<file path="config.mk">
export PLATFORM = sky130hd
export DESIGN_NAME = spi_flash_arbiter_flat
export DESIGN_NICKNAME = d
export VERILOG_FILES = /design/src/rtl/spi_flash_arbiter_if.sv /design/src/rtl/spi_flash_arbiter.sv /design/src/flat_wrapper.sv
export SDC_FILE = /design/constraint.sdc
export NUM_CORES = 1
export LEC_CHECK = 0
export ABC_AREA = 1
export BUFFER_PORTS_ARGS = -buffer_cell sky130_fd_sc_hd__buf_4
export CAP_MARGIN = 10
export CORE_MARGIN = 2
export CORE_UTILIZATION = 46
export CTS_CLUSTER_DIAMETER = 50
export DETAILED_ROUTE_END_ITERATION = 16
export GPL_ROUTABILITY_DRIVEN = 0
export PLACE_DENSITY = 0.84
export SLEW_MARGIN = 10
export SYNTH_ARGS = -nofsm -noshare
export SYNTH_HDL_FRONTEND = slang
export SYNTH_SLANG_ARGS = --single-unit
</file>
<file path="constraint.sdc">
create_clock -name clk -period 2.3 [get_ports clk]
set_clock_uncertainty 0.2 [all_clocks]
set_input_delay 0.345 -clock clk [delete_from_list [all_inputs] [get_ports clk]]
set_output_delay 0.345 -clock clk [all_outputs]
set_load 0.1 [all_outputs]
</file>
<file path="src/rtl/spi_flash_arbiter_if.sv">
// Bundle of all request/response and flash-controller signals around spi_flash_arbiter.
//   slave  : arbiter view (takes requests, drives responses and the controller command inputs)
//   master : environment view (requesters plus the flash controller model)
// Request side : io_i_req_*, io_d_req_*, io_quad_mode  (into the arbiter)
// Response side: io_*_req_ready, io_*_resp_valid, io_resp_rdata, io_resp_err, io_busy
// Flash side   : io_flash_en/write/addr/data_in, io_quad_io  (out of the arbiter)
//                io_flash_data_out, io_state_to_cpu         (into the arbiter)
interface spi_flash_arbiter_if;
  logic        io_i_req_valid;
  logic [23:0] io_i_req_addr;
  logic        io_i_req_ready;
  logic        io_i_resp_valid;

  logic        io_d_req_valid;
  logic        io_d_req_write;
  logic [23:0] io_d_req_addr;
  logic [31:0] io_d_req_wdata;
  logic        io_d_req_ready;
  logic        io_d_resp_valid;

  logic [31:0] io_resp_rdata;
  logic        io_resp_err;
  logic [3:0]  io_quad_mode;

  logic        io_flash_en;
  logic        io_flash_write;
  logic [3:0]  io_quad_io;
  logic [23:0] io_flash_addr;
  logic [31:0] io_flash_data_in;
  logic [31:0] io_flash_data_out;
  logic [11:0] io_state_to_cpu;
  logic        io_busy;

  modport slave (
    input  io_i_req_valid, io_i_req_addr,
    input  io_d_req_valid, io_d_req_write, io_d_req_addr, io_d_req_wdata,
    input  io_quad_mode, io_flash_data_out, io_state_to_cpu,
    output io_i_req_ready, io_i_resp_valid, io_d_req_ready, io_d_resp_valid,
    output io_resp_rdata, io_resp_err,
    output io_flash_en, io_flash_write, io_quad_io, io_flash_addr, io_flash_data_in,
    output io_busy
  );

  modport master (
    output io_i_req_valid, io_i_req_addr,
    output io_d_req_valid, io_d_req_write, io_d_req_addr, io_d_req_wdata,
    output io_quad_mode, io_flash_data_out, io_state_to_cpu,
    input  io_i_req_ready, io_i_resp_valid, io_d_req_ready, io_d_resp_valid,
    input  io_resp_rdata, io_resp_err,
    input  io_flash_en, io_flash_write, io_quad_io, io_flash_addr, io_flash_data_in,
    input  io_busy
  );
endinterface

</file>
<file path="src/rtl/spi_flash_arbiter.sv">
// Two-port (fetch read-only, data read/write) arbiter and sequencer in front of a single
// SPI flash controller. Round-robin grant, one command in flight, completion tracked via
// io_state_to_cpu, timeout abort against a hung controller.
// Ports:
//   clk   : sole clock, rising edge
//   reset : asynchronous active-low reset
//   bus   : spi_flash_arbiter_if.slave (requests, responses, controller command/status)
module spi_flash_arbiter #(
  parameter logic [11:0] IDLE_CODE      = 12'h000,
  parameter int unsigned TIMEOUT_CYCLES = 4096
) (
  input logic               clk,
  input logic               reset,
  spi_flash_arbiter_if.slave bus
);

  localparam int unsigned       TimerW   = $clog2(TIMEOUT_CYCLES + 1);
  localparam logic [TimerW-1:0] TimerMax = TimerW'(TIMEOUT_CYCLES);

  typedef enum logic [1:0] {StIdle, StIssue, StWaitDone, StResp} state_e;

  state_e              state_q;
  logic                last_data_q;   // 1: data port was granted last
  logic                owner_data_q;  // 1: current command belongs to the data port
  logic [TimerW-1:0]   timer_q;
  logic [23:0]         addr_q;
  logic                write_q;
  logic [31:0]         wdata_q;
  logic [3:0]          quad_q;
  logic                en_q;
  logic                busy_q;
  logic                i_resp_q;
  logic                d_resp_q;
  logic [31:0]         rdata_q;
  logic                err_q;

  logic              grant_i;
  logic              grant_d;
  logic              ctrl_idle;
  logic              in_flight;
  logic              done_ok;
  logic              expired;
  logic [TimerW-1:0] timer_inc;

  assign ctrl_idle = (bus.io_state_to_cpu == IDLE_CODE);
  assign in_flight = (state_q == StIssue) || (state_q == StWaitDone);
  assign timer_inc = timer_q + 1'b1;
  // Completion wins over a coincident timeout.
  assign done_ok   = (state_q == StWaitDone) && ctrl_idle;
  assign expired   = in_flight && (timer_inc == TimerMax);

  // Grant only in IDLE; on a tie the port that did not win last time goes first.
  always_comb begin
    grant_i = 1'b0;
    grant_d = 1'b0;
    if (state_q == StIdle) begin
      grant_i = bus.io_i_req_valid && (!bus.io_d_req_valid || last_data_q);
      grant_d = bus.io_d_req_valid && !grant_i;
    end
  end

  always_ff @(posedge clk or negedge reset) begin
    if (!reset) begin
      state_q      <= StIdle;
      last_data_q  <= 1'b1;
      owner_data_q <= 1'b0;
      timer_q      <= '0;
      addr_q       <= '0;
      write_q      <= 1'b0;
      wdata_q      <= '0;
      quad_q       <= '0;
      en_q         <= 1'b0;
      busy_q       <= 1'b0;
      i_resp_q     <= 1'b0;
      d_resp_q     <= 1'b0;
      rdata_q      <= '0;
      err_q        <= 1'b0;
    end else begin
      i_resp_q <= 1'b0;
      d_resp_q <= 1'b0;
      unique case (state_q)
        StIdle: begin
          if (grant_i || grant_d) begin
            owner_data_q <= grant_d;
            last_data_q  <= grant_d;
            addr_q       <= grant_d ? bus.io_d_req_addr : bus.io_i_req_addr;
            write_q      <= grant_d && bus.io_d_req_write;
            wdata_q      <= grant_d ? bus.io_d_req_wdata : '0;
            quad_q       <= bus.io_quad_mode;
            timer_q      <= '0;
            en_q         <= 1'b1;
            busy_q       <= 1'b1;
            state_q      <= StIssue;
          end
        end
        StIssue, StWaitDone: begin
          timer_q <= timer_inc;
          if (done_ok || expired) begin
            state_q  <= StResp;
            en_q     <= 1'b0;
            i_resp_q <= !owner_data_q;
            d_resp_q <= owner_data_q;
            err_q    <= !done_ok;
            rdata_q  <= (done_ok && !write_q) ? bus.io_flash_data_out : '0;
          end else if (state_q == StIssue && !ctrl_idle) begin
            // Controller has picked up the command.
            en_q    <= 1'b0;
            state_q <= StWaitDone;
          end
        end
        StResp: begin
          state_q <= StIdle;
          busy_q  <= 1'b0;
        end
        default: begin
          state_q <= StIdle;
          busy_q  <= 1'b0;
          en_q    <= 1'b0;
        end
      endcase
    end
  end

  assign bus.io_i_req_ready   = grant_i;
  assign bus.io_d_req_ready   = grant_d;
  assign bus.io_i_resp_valid  = i_resp_q;
  assign bus.io_d_resp_valid  = d_resp_q;
  assign bus.io_resp_rdata    = rdata_q;
  assign bus.io_resp_err      = err_q;
  assign bus.io_flash_en      = en_q;
  assign bus.io_flash_write   = write_q;
  assign bus.io_quad_io       = quad_q;
  assign bus.io_flash_addr    = addr_q;
  assign bus.io_flash_data_in = wdata_q;
  assign bus.io_busy          = busy_q;

endmodule
</file>
<file path="src/flat_wrapper.sv">
// flat-port wrapper written by rule: the top's interface ports become plain ports
module spi_flash_arbiter_flat 
#(
  parameter logic [11:0] IDLE_CODE      = 12'h000,
  parameter int unsigned TIMEOUT_CYCLES = 4096
)
  (clk, reset, bus_io_i_req_valid, bus_io_i_req_addr, bus_io_d_req_valid, bus_io_d_req_write, bus_io_d_req_addr, bus_io_d_req_wdata, bus_io_quad_mode, bus_io_flash_data_out, bus_io_state_to_cpu, bus_io_i_req_ready, bus_io_i_resp_valid, bus_io_d_req_ready, bus_io_d_resp_valid, bus_io_resp_rdata, bus_io_resp_err, bus_io_flash_en, bus_io_flash_write, bus_io_quad_io, bus_io_flash_addr, bus_io_flash_data_in, bus_io_busy);
  spi_flash_arbiter_if bus_i ();
  input logic clk;
  input logic reset;
  input wire logic [$bits(bus_i.io_i_req_valid)-1:0] bus_io_i_req_valid;
  input wire logic [$bits(bus_i.io_i_req_addr)-1:0] bus_io_i_req_addr;
  input wire logic [$bits(bus_i.io_d_req_valid)-1:0] bus_io_d_req_valid;
  input wire logic [$bits(bus_i.io_d_req_write)-1:0] bus_io_d_req_write;
  input wire logic [$bits(bus_i.io_d_req_addr)-1:0] bus_io_d_req_addr;
  input wire logic [$bits(bus_i.io_d_req_wdata)-1:0] bus_io_d_req_wdata;
  input wire logic [$bits(bus_i.io_quad_mode)-1:0] bus_io_quad_mode;
  input wire logic [$bits(bus_i.io_flash_data_out)-1:0] bus_io_flash_data_out;
  input wire logic [$bits(bus_i.io_state_to_cpu)-1:0] bus_io_state_to_cpu;
  output wire logic [$bits(bus_i.io_i_req_ready)-1:0] bus_io_i_req_ready;
  output wire logic [$bits(bus_i.io_i_resp_valid)-1:0] bus_io_i_resp_valid;
  output wire logic [$bits(bus_i.io_d_req_ready)-1:0] bus_io_d_req_ready;
  output wire logic [$bits(bus_i.io_d_resp_valid)-1:0] bus_io_d_resp_valid;
  output wire logic [$bits(bus_i.io_resp_rdata)-1:0] bus_io_resp_rdata;
  output wire logic [$bits(bus_i.io_resp_err)-1:0] bus_io_resp_err;
  output wire logic [$bits(bus_i.io_flash_en)-1:0] bus_io_flash_en;
  output wire logic [$bits(bus_i.io_flash_write)-1:0] bus_io_flash_write;
  output wire logic [$bits(bus_i.io_quad_io)-1:0] bus_io_quad_io;
  output wire logic [$bits(bus_i.io_flash_addr)-1:0] bus_io_flash_addr;
  output wire logic [$bits(bus_i.io_flash_data_in)-1:0] bus_io_flash_data_in;
  output wire logic [$bits(bus_i.io_busy)-1:0] bus_io_busy;
  assign bus_i.io_i_req_valid = bus_io_i_req_valid;
  assign bus_i.io_i_req_addr = bus_io_i_req_addr;
  assign bus_i.io_d_req_valid = bus_io_d_req_valid;
  assign bus_i.io_d_req_write = bus_io_d_req_write;
  assign bus_i.io_d_req_addr = bus_io_d_req_addr;
  assign bus_i.io_d_req_wdata = bus_io_d_req_wdata;
  assign bus_i.io_quad_mode = bus_io_quad_mode;
  assign bus_i.io_flash_data_out = bus_io_flash_data_out;
  assign bus_i.io_state_to_cpu = bus_io_state_to_cpu;
  assign bus_io_i_req_ready = bus_i.io_i_req_ready;
  assign bus_io_i_resp_valid = bus_i.io_i_resp_valid;
  assign bus_io_d_req_ready = bus_i.io_d_req_ready;
  assign bus_io_d_resp_valid = bus_i.io_d_resp_valid;
  assign bus_io_resp_rdata = bus_i.io_resp_rdata;
  assign bus_io_resp_err = bus_i.io_resp_err;
  assign bus_io_flash_en = bus_i.io_flash_en;
  assign bus_io_flash_write = bus_i.io_flash_write;
  assign bus_io_quad_io = bus_i.io_quad_io;
  assign bus_io_flash_addr = bus_i.io_flash_addr;
  assign bus_io_flash_data_in = bus_i.io_flash_data_in;
  assign bus_io_busy = bus_i.io_busy;
  spi_flash_arbiter #(.IDLE_CODE(IDLE_CODE), .TIMEOUT_CYCLES(TIMEOUT_CYCLES)) u_core (.clk(clk), .reset(reset), .bus(bus_i));
endmodule
</file>
# Word level (Yosys, flattened, before mapping)
# Index checks and enable logic that the tools add are counted.
dict set report word_totals {
  reg_bits 115
  out_inout_bits 100
}
dict set report op_classes {
  n_addsub 1
  eq_ne 6
  muxes 20
  n_reduce_logical 28
}
# cell count
set op_table {}
lappend op_table {{$mux W32} 2}
lappend op_table {{$pmux W13 S2} 1}
lappend op_table {{$mux W24} 1}
lappend op_table {{$add A13 B1 Y13 const B} 1}
lappend op_table {{$eq A13 B13 Y1 const B} 1}
lappend op_table {{$mux W13} 1}
lappend op_table {{$logic_not A12 Y1} 1}
lappend op_table {{$reduce_and A2 Y1} 5}
lappend op_table {{$mux W1} 9}
lappend op_table {{$logic_and A1 B1 Y1} 7}
lappend op_table {{$logic_not A1 Y1} 6}
lappend op_table {{$mux W2} 3}
lappend op_table {{$pmux W2 S3} 1}
lappend op_table {{$eq A2 B2 Y1 const B} 2}
lappend op_table {{$logic_or A1 B1 Y1} 4}
lappend op_table {{$pmux W1 S2} 2}
lappend op_table {{$reduce_bool A2 Y1} 2}
lappend op_table {{$ne A3 B1 Y1 const B} 1}
lappend op_table {{$reduce_and A3 Y1} 1}
lappend op_table {{$eq A2 B1 Y1 const B} 1}
lappend op_table {{$logic_not A2 Y1} 1}
lappend op_table {{$ne A2 B2 Y1 const B} 1}
lappend op_table {{$reduce_or A2 Y1} 1}

# Longest topological paths before layout
# Gate-level depths: netlist (run 1).
dict set report depth {
  depth_word 9
  mapped_depth 16
}

# Worst setup path after synthesis (run 1)
# Ideal clock, no wire load.
dict set report synth_timing {
  kind {flip-flop to output port}
  from {reg u_core.state_q[0]}
  to {out bus_io_d_req_ready}
  t_arrival_ns 2.140
  t_required_ns 1.755
  setup_slack_ns -0.385
  stages_incl_launch_ff 7
  path_buffers 2
  path_cell_list {dfrtp_1 -> inv_1 -> ha_1 -> nand2_1 -> inv_1 -> clkbuf_1 -> clkbuf_1}
}
dict set report synth_via {
  elab_chain_cells 2
}
# item line
set synth_lines {}
lappend synth_lines {{from (decl)} spi_flash_arbiter.sv:22} ;# state_e state_q;
lappend synth_lines {{from (signal assigned)} spi_flash_arbiter.sv:64} ;# state_q <= StIdle;
lappend synth_lines {{from (signal assigned)} spi_flash_arbiter.sv:93} ;# state_q <= StIssue;
lappend synth_lines {{from (signal assigned)} spi_flash_arbiter.sv:99} ;# state_q <= StResp;
lappend synth_lines {{$logic_not A2 Y1} spi_flash_arbiter.sv:56} ;# if (state_q == StIdle) begin
lappend synth_lines {{$mux W1} spi_flash_arbiter.sv:56}
lappend synth_lines {{to (decl)} flat_wrapper.sv:22} ;# output wire logic [$bits(bus_i.io_d_req_ready)-1:0] bus_io_d_req_ready;
# Every way passes these cells.

# Worst setup path in the final report (run 1)
dict set report layout_timing {
  from {reg u_core.timer_q[0]}
  to {reg u_core.state_q[0]}
}
dict set report layout_via {
  elab_chain_cells 6
  elab_cells_between_ends 8
  classes_between {1 x add/sub; 2 x eq/ne; 2 x mux; 3 x reduce/logical}
}
# item line
set layout_lines {}
lappend layout_lines {{from (decl)} spi_flash_arbiter.sv:25} ;# logic [TimerW-1:0] timer_q;
lappend layout_lines {{from (signal assigned)} spi_flash_arbiter.sv:97} ;# timer_q <= timer_inc;
lappend layout_lines {{$add A13 B1 Y13 (*)} spi_flash_arbiter.sv:47} ;# assign timer_inc = timer_q + 1'b1;
lappend layout_lines {{$eq A13 B13 Y1 (*)} spi_flash_arbiter.sv:50} ;# assign expired = in_flight && (timer_inc == TimerMax);
lappend layout_lines {{$logic_and A1 B1 Y1 (*)} spi_flash_arbiter.sv:50}
lappend layout_lines {{$logic_or A1 B1 Y1 (*)} spi_flash_arbiter.sv:98} ;# if (done_ok || expired) begin
lappend layout_lines {{$mux W2 or $ne A3 B1 Y1 (tied branches)} --}
lappend layout_lines {{$pmux W2 S3 or $reduce_and A2 Y1 (tied branches)} --}
lappend layout_lines {{to (signal assigned)} spi_flash_arbiter.sv:93}
lappend layout_lines {{to (signal assigned)} spi_flash_arbiter.sv:99}
lappend layout_lines {{to (signal assigned)} spi_flash_arbiter.sv:108} ;# state_q <= StWaitDone;
# Every way passes the cells marked *; elsewhere a longest branch is shown, timed or not.
# A chain may end at the register's enable or synchronous reset.

==> metrics.yaml, run 1 <==
grt_pass1_vias: 6063
synthTopCellsByArea: "dfrtp_1 (58%), nand2_1 (16%), a22o_1 (6.1%), nand3_1 (3.9%), o21ai_0 (2.7%)"
layout_commonest_cell: "buf_4"
synth_ff_type: "dfrtp_1"
power_switching_mw: 7.22
cts_buffers: 17
violations: "setup timing"
period_needed_ns: 2.45
synth_top_area_share_pct: 58.2
fin_crit_sh_pct: 106
die_y_um: 107
insertion_delay_ns: 0.52
swShare_pct: 54.9
initialDrtViolationCount: 515
relSlewSlack_pct: 58.9
hold_viol: 0
cts_buffer_depth: 2
critPathBufInv: 2
cpMaxStageDelayCell: "dfrtp_1"
start_util_pct: 47.5
crit_type: "flop to flop"
num_vias: 6049
regToRegSetupSlack_ns: -0.15
crit_path_max_incr_delay_ns: 0.43
ant_nets: 0
fin_ws_ns: -0.146
syn-num-nets: 677
grt_pass1_wl_mm: 31.3
fp.coreArea_um2: 10300
status: "complete, but fails checks"
intPower_mw: 5.93
holdWs_ns: 0.177
cap_violations: 0
rsz0062_at_grt: "true"
area_growth_pct: 86.4
p_leak_nw: 4.50
max_freq_mhz: 409
p_total_mw: 13.1
grt_overflow: 0
place_hpwl_mm: 9.98
worstSetupStartpointType: "flop"
routed_wl_mm: 23.3
p_seq_share_pct: 23.7
p_clk_share_pct: 20.7
portBuffers: 232
drive_gt1_share_pct: 39.0
hold_path.class: "input port to flop"
yosysTopAreaCell: "dfrtp_1"
netlist_area_um2: 4900
synth_cell_type_count: 26
path_delay_family: "simple AND/OR/NAND/NOR gates"
die-area_um2: 11500
setup_viol: 40
cpMostUsedCell: "nand2_1"
cp.arrival_ns: 2.68
grt_start_max_net_pins: 116
final_core_util_pct: 88.6
worst_pin_slew_ns: 0.616
final_net_count: 1048
yosys_warnings: 0
post_drt_wl_per_cell_um: 22.0
synth_edf_count: 0
cts.clk_slew.worst_paths_ns: 0.06
fin_setup_tns_ns: -2.90
cts_tree: "done"
cts_sinks: 115
via_per_inst: 5.70
drv_slew: 0
cts-root-buf: "clkbuf_8"
fp.dieW_um: 107
ys_seq_area_share_pct: 58.7
ios: 233
drc: 0
p_comb_share_pct: 55.6
synth-seq-cells: 115
n_fill_cell: 391
required_ns: 2.53
end_kind: "flop"
antenna_found_initial: 3
most-common-layout-cells: "buf_4 (239), nand2_1 (173), dlygate4sd3_1 (119)"
syn_avg_cell_area_um2: 9.12
async_reset_ff_share_pct: 100
worstPathCellList: "buf_4 > nand3_1 > nor2_2 > nand2_1 > nand2_1 > nand3_1 > nor2_2 > nand3_2 > nand2_4 > nand2_8 > buf_4 > nand2_1 > nand2_1 > nand2_1"
synth_cells: 538
powerDensity_nw_per_um2: 1440
std_cell_rows: 37
htreeDepth: 4
peakVddDrop_mv: 1.62
crit_fanout: 5
drtPass1Iterations: 7
track_usage_pct: 36.0
routing by layer:
layer / wire length, um / share of wire, % / GRT usage (%)
met3: 2320 / 10 / 7.87
met4: 1460 / 6.3 / 21.2
met1: 7920 / 34 / 41.9
met2: 11600 / 50 / 60.9
met5: 0 / 0 / 0
path summary, 6_finish.rpt:
check	from	end	depth (start not counted)
worst max-delay path	u_core.timer_q[0]	u_core.state_q[0]	14
worst min-delay path	bus_io_d_req_valid	u_core.last_data_q	5
worst max register to register	u_core.timer_q[0]	u_core.state_q[0]	14
worst min register to register	u_core.owner_data_q	u_core.bus.io_i_resp_valid	1
max in group asynchronous	reset	u_core.bus.io_flash_data_in[26]	3
min in group asynchronous	reset	u_core.bus.io_flash_data_in[11]	3
power by group through the flow:
stage	sequential, mW	combinational, mW	clock (mW)
global route	3.15	7.49	2.81
floorplan	6.50	1.36	0
detailed placement	2.97	6.59	0
global placement	2.96	6.49	0
finish	3.12	7.31	2.72
CTS	2.97	6.76	2.61
cells in the mapped netlist, types with 2 or more instances:
cell and n:
nand4_1 3, a22o_1 34, xor2_1 2, buf_2 3
nor2_4 2, a21oi_1 2, nor4_1 3, o21ai_2 5
dfrtp_1 114, ha_1 6, buf_6 3, clkbuf_1 18
nand3_1 38, inv_1 28, nor2_1 16, o21ai_1 15
o22ai_1 4, nand2_1 209, o21ai_0 26
per-stage QoR:
stage | instances | area (um^2) | setup slack (ns)
floorplan | 538 | 4910 | 0.0814
CTS | 1044 | 8650 | 0.0153
detailed placement | 893 | 6870 | 0.0572
global route | 1061 | 9140 | -0.193
global placement | 893 | 6870 | 0.168
finish | 1061 | 9140 | -0.146
final cells by class:
cell class / instances / area, um^2 / share of cell area (%)
well taps: 136 / 170 / 1.86
multi-input cells: 371 / 2080 / 22.7
diodes: 3 / 7.51 / 0.0821
repair buffers: 375 / 3310 / 36.2
inverters: 29 / 109 / 1.19
flip-flops and latches: 115 / 2880 / 31.5
clock buffers: 19 / 442 / 4.83
clock inverters: 13 / 149 / 1.63
repair_timing:
item / 4_1_cts / 5_1_grt
resized for setup: 1 / 87
endpoints found under the hold margin: 208 / 0
cloned: 0 / 11
hold buffers: 119 / 0
pin swaps: 0 / 9
setup endpoints to repair: 1 / 39
setup buffers: 0 / 3
worst reg2reg max path, delay by kind of cell, from the launching register on:
family                 cells  cell delay, ns
buffers and inverters      2            0.33
and+or+nand+nor           12            1.40
DFF                        1            0.43
kinds of logic (layout without fill, tap and decap cells):
logic type               after synthesis  after routing  synth area share, %
AND/OR/NAND/NOR                      275            277                 22.9
AO/OA/AOI/OAI                         86             86                 11.9
buffers and inverters                 54            436                 4.67
XOR/XNOR                               2              2                0.357
adder cells (fa/ha/maj)                6              6                 1.53
flip-flops                           115            115                 58.7
other                                  0              3                    0
state kept, by name (all words and copies together), names as in the netlist:
signal                       cells
u_core.state_q                   2
u_core.bus.io_d_resp_valid       1
u_core.last_data_q               1
u_core.owner_data_q              1
u_core.bus.io_resp_err           1
u_core.bus.io_busy               1
u_core.bus.io_flash_write        1
u_core.bus.io_flash_en           1
u_core.bus.io_flash_addr        24
u_core.bus.io_quad_io            4
u_core.bus.io_resp_rdata        32
u_core.bus.io_flash_data_in     32
u_core.bus.io_i_resp_valid       1
u_core.timer_q                  13
Power figures use the tool's default switching activity.
==> inputs of run 2 (changes only) <==
--- a/config.mk
+++ b/config.mk
@@ -9,11 +9,11 @@
 export BUFFER_PORTS_ARGS = -buffer_cell sky130_fd_sc_hd__buf_4
 export CAP_MARGIN = 10
 export CORE_MARGIN = 2
-export CORE_UTILIZATION = 46
+export CORE_UTILIZATION = 42
 export CTS_CLUSTER_DIAMETER = 50
 export DETAILED_ROUTE_END_ITERATION = 16
 export GPL_ROUTABILITY_DRIVEN = 0
-export PLACE_DENSITY = 0.84
+export PLACE_DENSITY = 0.81
 export SLEW_MARGIN = 10
 export SYNTH_ARGS = -nofsm -noshare
 export SYNTH_HDL_FRONTEND = slang
==> constraint.sdc (replaced) <==
create_clock -name clk -period 2.1 [get_ports clk]
set_clock_uncertainty 0.2 [all_clocks]
set_input_delay 0.315 -clock clk [delete_from_list [all_inputs] [get_ports clk]]
set_output_delay 0.315 -clock clk [all_outputs]
set_load 0.1 [all_outputs]
==> metrics.yaml, run 2 (synthesis gave the netlist of run 1 again) <==
status: "complete, but fails checks"
violations: "setup timing"
p_comb_share_pct: 55.4
start_util_pct: 43.0
cts_buffer_depth: 2
worstSetupStartpointType: "flop"
crit_type: "flop to flop"
ant_nets: 0
required_ns: 2.19
drive_gt1_share_pct: 38.1
grt_pass1_wl_mm: 29.2
cap_violations: 0
fin_ws_ns: -0.141
layout_commonest_cell: "buf_4"
swShare_pct: 52.7
drtPass1Iterations: 7
die-area_um2: 12600
antenna_found_initial: 1
routed_wl_mm: 19.2
num_vias: 5635
track_usage_pct: 29.7
portBuffers: 232
cts.clk_slew.worst_paths_ns: 0.05
fp.coreArea_um2: 11400
relSlewSlack_pct: 67.3
end_kind: "flop"
power_switching_mw: 7.38
cts_buffers: 17
intPower_mw: 6.62
rsz0062_at_grt: "true"
ios: 233
grt_pass1_vias: 5824
die_y_um: 112
n_fill_cell: 664
setup_viol: 36
initialDrtViolationCount: 403
peakVddDrop_mv: 1.59
via_per_inst: 5.30
period_needed_ns: 2.24
std_cell_rows: 39
grt_overflow: 0
most-common-layout-cells: "buf_4 (246), nand2_1 (187), dlygate4sd3_1 (116)"
p_total_mw: 14.0
insertion_delay_ns: 0.41
fin_crit_sh_pct: 107
multi_input_area_um2: 2010
area_growth_pct: 84.7
drv_slew: 0
powerDensity_nw_per_um2: 1550
fin_setup_tns_ns: -3.24
hold_path.class: "input port to flop"
p_clk_share_pct: 20.7
holdWs_ns: 0.00483
worst_r2r_path_depth: 13
worst_pin_slew_ns: 0.491
cp.arrival_ns: 2.33
regArea_um2: 2880
post_dp_cell_area_um2: 6910
fin_area_um2: 9060
post_drt_wl_per_cell_um: 18.1
final_net_count: 1046
max_freq_mhz: 446
drc: 0
fp.dieW_um: 112
p_leak_nw: 4.48
hold_viol: 0
cts-root-buf: "clkbuf_16"
p_seq_share_pct: 23.9
hold_depth: 3
htreeDepth: 4
crit_fanout: 17
cts_tree: "done"
grt_start_max_net_pins: 62
place_hpwl_mm: 10.2
cts_sinks: 115
[run 2: changes by cell type in the layout (fill, tap and decap cells not counted), moves of 7 or more]
| cell | change |
|---|---|
| nand2_1 | +14 |
| clkinv_2 | +7 |
| nand2_2 | -10 |
| buf_4 | +7 |
[run 2: layer usage]
layer / global-route usage, % / vias to the layer above / part of all wire [%]
met5: 0 / - / 0
met4: 16.4 / 0 / 4.6
met3: 8.05 / 83 / 8.2
met2: 50.3 / 345 / 50
met1: 34.4 / 2706 / 37
li1: - / 2501 / -
[run 2: repair_timing]
item	in CTS	in global routing
cloned	1	4
setup endpoints to repair	38	44
hold buffers	115	1
setup buffers	3	3
pin swaps	1	2
resized for setup	14	65
hold endpoints to repair	121	1
[run 2: power by group through the flow]
stage | combinational, mW | clock, mW | sequential, mW
2_1_floorplan | 1.50 | 0 | 7.13
3_3_place_gp | 7.10 | 0 | 3.27
3_5_place_dp | 7.23 | 0 | 3.28
4_1_cts | 7.49 | 2.91 | 3.27
5_1_grt | 8.07 | 3.02 | 3.41
6_report | 7.76 | 2.90 | 3.35
[run 2: through the flow]
| stage | util (%) | worst slack [ns] | instances |
|---|---|---|---|
| after global placement | 60.5 | -0.0482 | 904 |
| after global routing | 79.3 | -0.281 | 1063 |
| after CTS | 76.5 | -0.0886 | 1054 |
| after detailed placement | 60.5 | -0.149 | 904 |
| after floorplan | - | 0.0130 | 538 |
| final | 79.3 | -0.141 | 1063 |
[run 2: layout make-up]
cell class	instances	share of cell area, %
Timing Repair Buffer	375	36.3
Sequential cell	115	31.8
Multi-Input combinational cell	369	22.2
Clock buffer	20	4.93
Tap cell	143	1.98
Clock inverter	11	1.51
Inverter	29	1.27
Antenna cell	1	0.0276
[run 2: critical path: stages (launching register included)]
cell and delay, ns:
dfrtp_2 0.42, ha_4 0.17, nand3_4 0.08, nor2_4 0.18
nand3_2 0.11, nand2_1 0.08, nand2_1 0.07, nor2_2 0.13
nand3_2 0.13, nand2_4 0.11, nand2_8 0.11, clkbuf_16 0.20
nand2_1 0.08, o21ai_1 0.07
[run 2: final timing paths]
check                                         start                      endpoint  slack [ns]
max                               u_core.timer_q[1]  u_core.bus.io_resp_rdata[26]       -0.14
min                        bus_io_flash_data_out[5]   u_core.bus.io_resp_rdata[5]       0.005
max reg2reg                       u_core.timer_q[1]  u_core.bus.io_resp_rdata[26]       -0.14
min reg2reg                     u_core.owner_data_q    u_core.bus.io_i_resp_valid        0.25
max in group asynchronous                     reset             u_core.timer_q[1]        0.87
min in group asynchronous                     reset             u_core.timer_q[7]        0.22
==> inputs of run 3 (changes only) <==
--- a/config.mk
+++ b/config.mk
@@ -14,6 +14,7 @@
 export DETAILED_ROUTE_END_ITERATION = 16
 export GPL_ROUTABILITY_DRIVEN = 0
 export PLACE_DENSITY = 0.81
+export SKIP_LAST_GASP = 1
 export SLEW_MARGIN = 10
 export SYNTH_ARGS = -nofsm -noshare
 export SYNTH_HDL_FRONTEND = slang
==> metrics.yaml, run 3 (synthesis gave the netlist of run 1 again) <==
portBuffers: 232
initialDrtViolationCount: 376
cts_tree: "done"
ios: 233
cts_buffer_depth: 2
worst_pin_slew_ns: 0.494
start_util_pct: 43.0
drc: 0
grt_start_max_net_pins: 62
track_usage_pct: 30.2
p_clk_share_pct: 20.7
cts-root-buf: "clkbuf_16"
drtPass1Iterations: 7
violations: "hold timing, setup timing"
post_drt_wl_per_cell_um: 18.1
grt_pass1_vias: 5874
pre_cts_ws_ns: -0.149
worstSetupStartpointType: "flop"
fp.coreArea_um2: 11400
fin_area_um2: 9010
setup_viol: 36
place_hpwl_mm: 10.2
cts_sinks: 115
cp.arrival_ns: 2.34
critPathBufInv: 1
holdWs_ns: -0.00788
layout_commonest_cell: "buf_4"
die_y_um: 112
crit_type: "flop to flop"
p_comb_share_pct: 55.4
hold_depth: 3
max_freq_mhz: 444
worst_r2r_path_depth: 12
p_seq_share_pct: 23.9
cts.clk_slew.worst_paths_ns: 0.05
fin_ws_ns: -0.154
htreeDepth: 4
powerDensity_nw_per_um2: 1560
die-area_um2: 12600
crit_cells: 12
via_per_inst: 5.29
cap_violations: 0
final_net_count: 1047
antenna_found_initial: 1
ant_nets: 0
routed_wl_mm: 19.2
fin_crit_sh_pct: 107
period_needed_ns: 2.25
crit_path_max_incr_delay_ns: 0.41
grt_pass1_wl_mm: 29.7
cpMaxStageDelayCell: "dfrtp_2"
path_delay_family: "simple AND/OR/NAND/NOR gates"
n_fill_cell: 667
hold_start: "bus_io_flash_data_out[5]"
num_vias: 5628
post_dp_cell_area_um2: 6910
swShare_pct: 52.8
rsz0062_at_grt: "true"
regToRegSetupSlack_ns: -0.15
std_cell_rows: 39
r2r-end: "u_core.bus.io_resp_rdata[26]"
worstPathCellList: "ha_4 > nand3_4 > nor2_4 > nand2_2 > xor2_2 > nor2_1 > nand3_2 > nand2_4 > nand2_8 > clkbuf_16 > nand2_1 > o21ai_1"
hold_path.class: "input port to flop"
required_ns: 2.19
whs_endpoint: "u_core.bus.io_resp_rdata[5]"
power_switching_mw: 7.40
intPower_mw: 6.62
grt_overflow: 0
p_leak_nw: 4.48
end_kind: "flop"
area_growth_pct: 83.8
most-common-layout-cells: "buf_4 (247), nand2_1 (196), dlygate4sd3_1 (116)"
drive_gt1_share_pct: 36.3
r2r-start: "u_core.timer_q[1]"
insertion_delay_ns: 0.41
status: "complete, but fails checks"
cts_buffers: 17
crit_fanout: 17
fp.dieW_um: 112
peakVddDrop_mv: 1.64
hold_viol: 1
drv_slew: 0
relSlewSlack_pct: 67.1
run 3: cell count changes in the layout (fill, tap and decap cells not counted), sizes merged:
| cell | before | now |
|---|---|---|
| clkinv | 9 | 8 |
| buf | 255 | 256 |
| inv | 27 | 28 |
run 3: stage by stage:
step | TNS, ns | util [%] | total power, mW | cells
after floorplan | 0 | - | 8.63 | 538
after global placement | -0.0482 | 60.5 | 10.4 | 904
after detailed placement | -3.24 | 60.5 | 10.5 | 904
after CTS | -1.96 | 76.4 | 13.7 | 1054
after global routing | -8.99 | 79.0 | 14.5 | 1064
final | -3.27 | 79.0 | 14.0 | 1064
run 3: tightest hold or removal path, cell delays in order:
cell	delay (ns)
buf_4	0.11
nand2_1	0.06
o21ai_1	0.07
run 3: worst max path at each step:
| stage | from | to | slack (ns) |
|---|---|---|---|
| global route | u_core.timer_q[1] | u_core.bus.io_resp_rdata[26] | -0.31 |
| CTS | u_core.timer_q[1] | u_core.state_q[0] | -0.09 |
| detailed placement | u_core.timer_q[1] | u_core.state_q[0] | -0.15 |
| floorplan | u_core.timer_q[0] | u_core.bus.io_resp_rdata[23] | 0.01 |
| finish | u_core.timer_q[1] | u_core.bus.io_resp_rdata[26] | -0.15 |
| global placement | u_core.timer_q[1] | u_core.state_q[0] | -0.05 |
run 3: power by group through the flow:
stage,Sequential (mW),Clock [mW],Combinational [mW]
2_1_floorplan,7.13,0,1.50
3_3_place_gp,3.27,0,7.10
3_5_place_dp,3.28,0,7.23
4_1_cts,3.27,2.91,7.48
5_1_grt,3.40,3.03,8.07
6_report,3.35,2.91,7.77
run 3: area by class of cell:
class | instances | area [um^2] | area share [%]
multi-input cells | 369 | 1960 | 21.7
well taps | 143 | 179 | 1.98
clock buffers | 20 | 447 | 4.95
repair buffers | 376 | 3290 | 36.5
clock inverters | 11 | 136 | 1.51
inverters | 29 | 113 | 1.25
diodes | 1 | 2.50 | 0.0278
flip-flops and latches | 115 | 2880 | 32.0
run 3: what timing repair did:
item | 4_1_cts | 5_1_grt
pin swaps | 1 | 1
setup endpoints to repair | 38 | 44
cloned | 1 | 4
hold buffers | 115 | 1
hold endpoints to repair | 121 | 1
setup buffers | 3 | 4
gates resized for setup | 11 | 49
run 3: routing by layer:
layer	wire [um]	share of wire (%)	GRT usage (%)	vias to the layer above
li1	-	-	-	2505
met1	6890	36	33.6	2664
met2	9570	50	51.4	371
met3	1730	9.0	8.80	88
met4	1030	5.4	18.2	0
met5	0	0	0	-
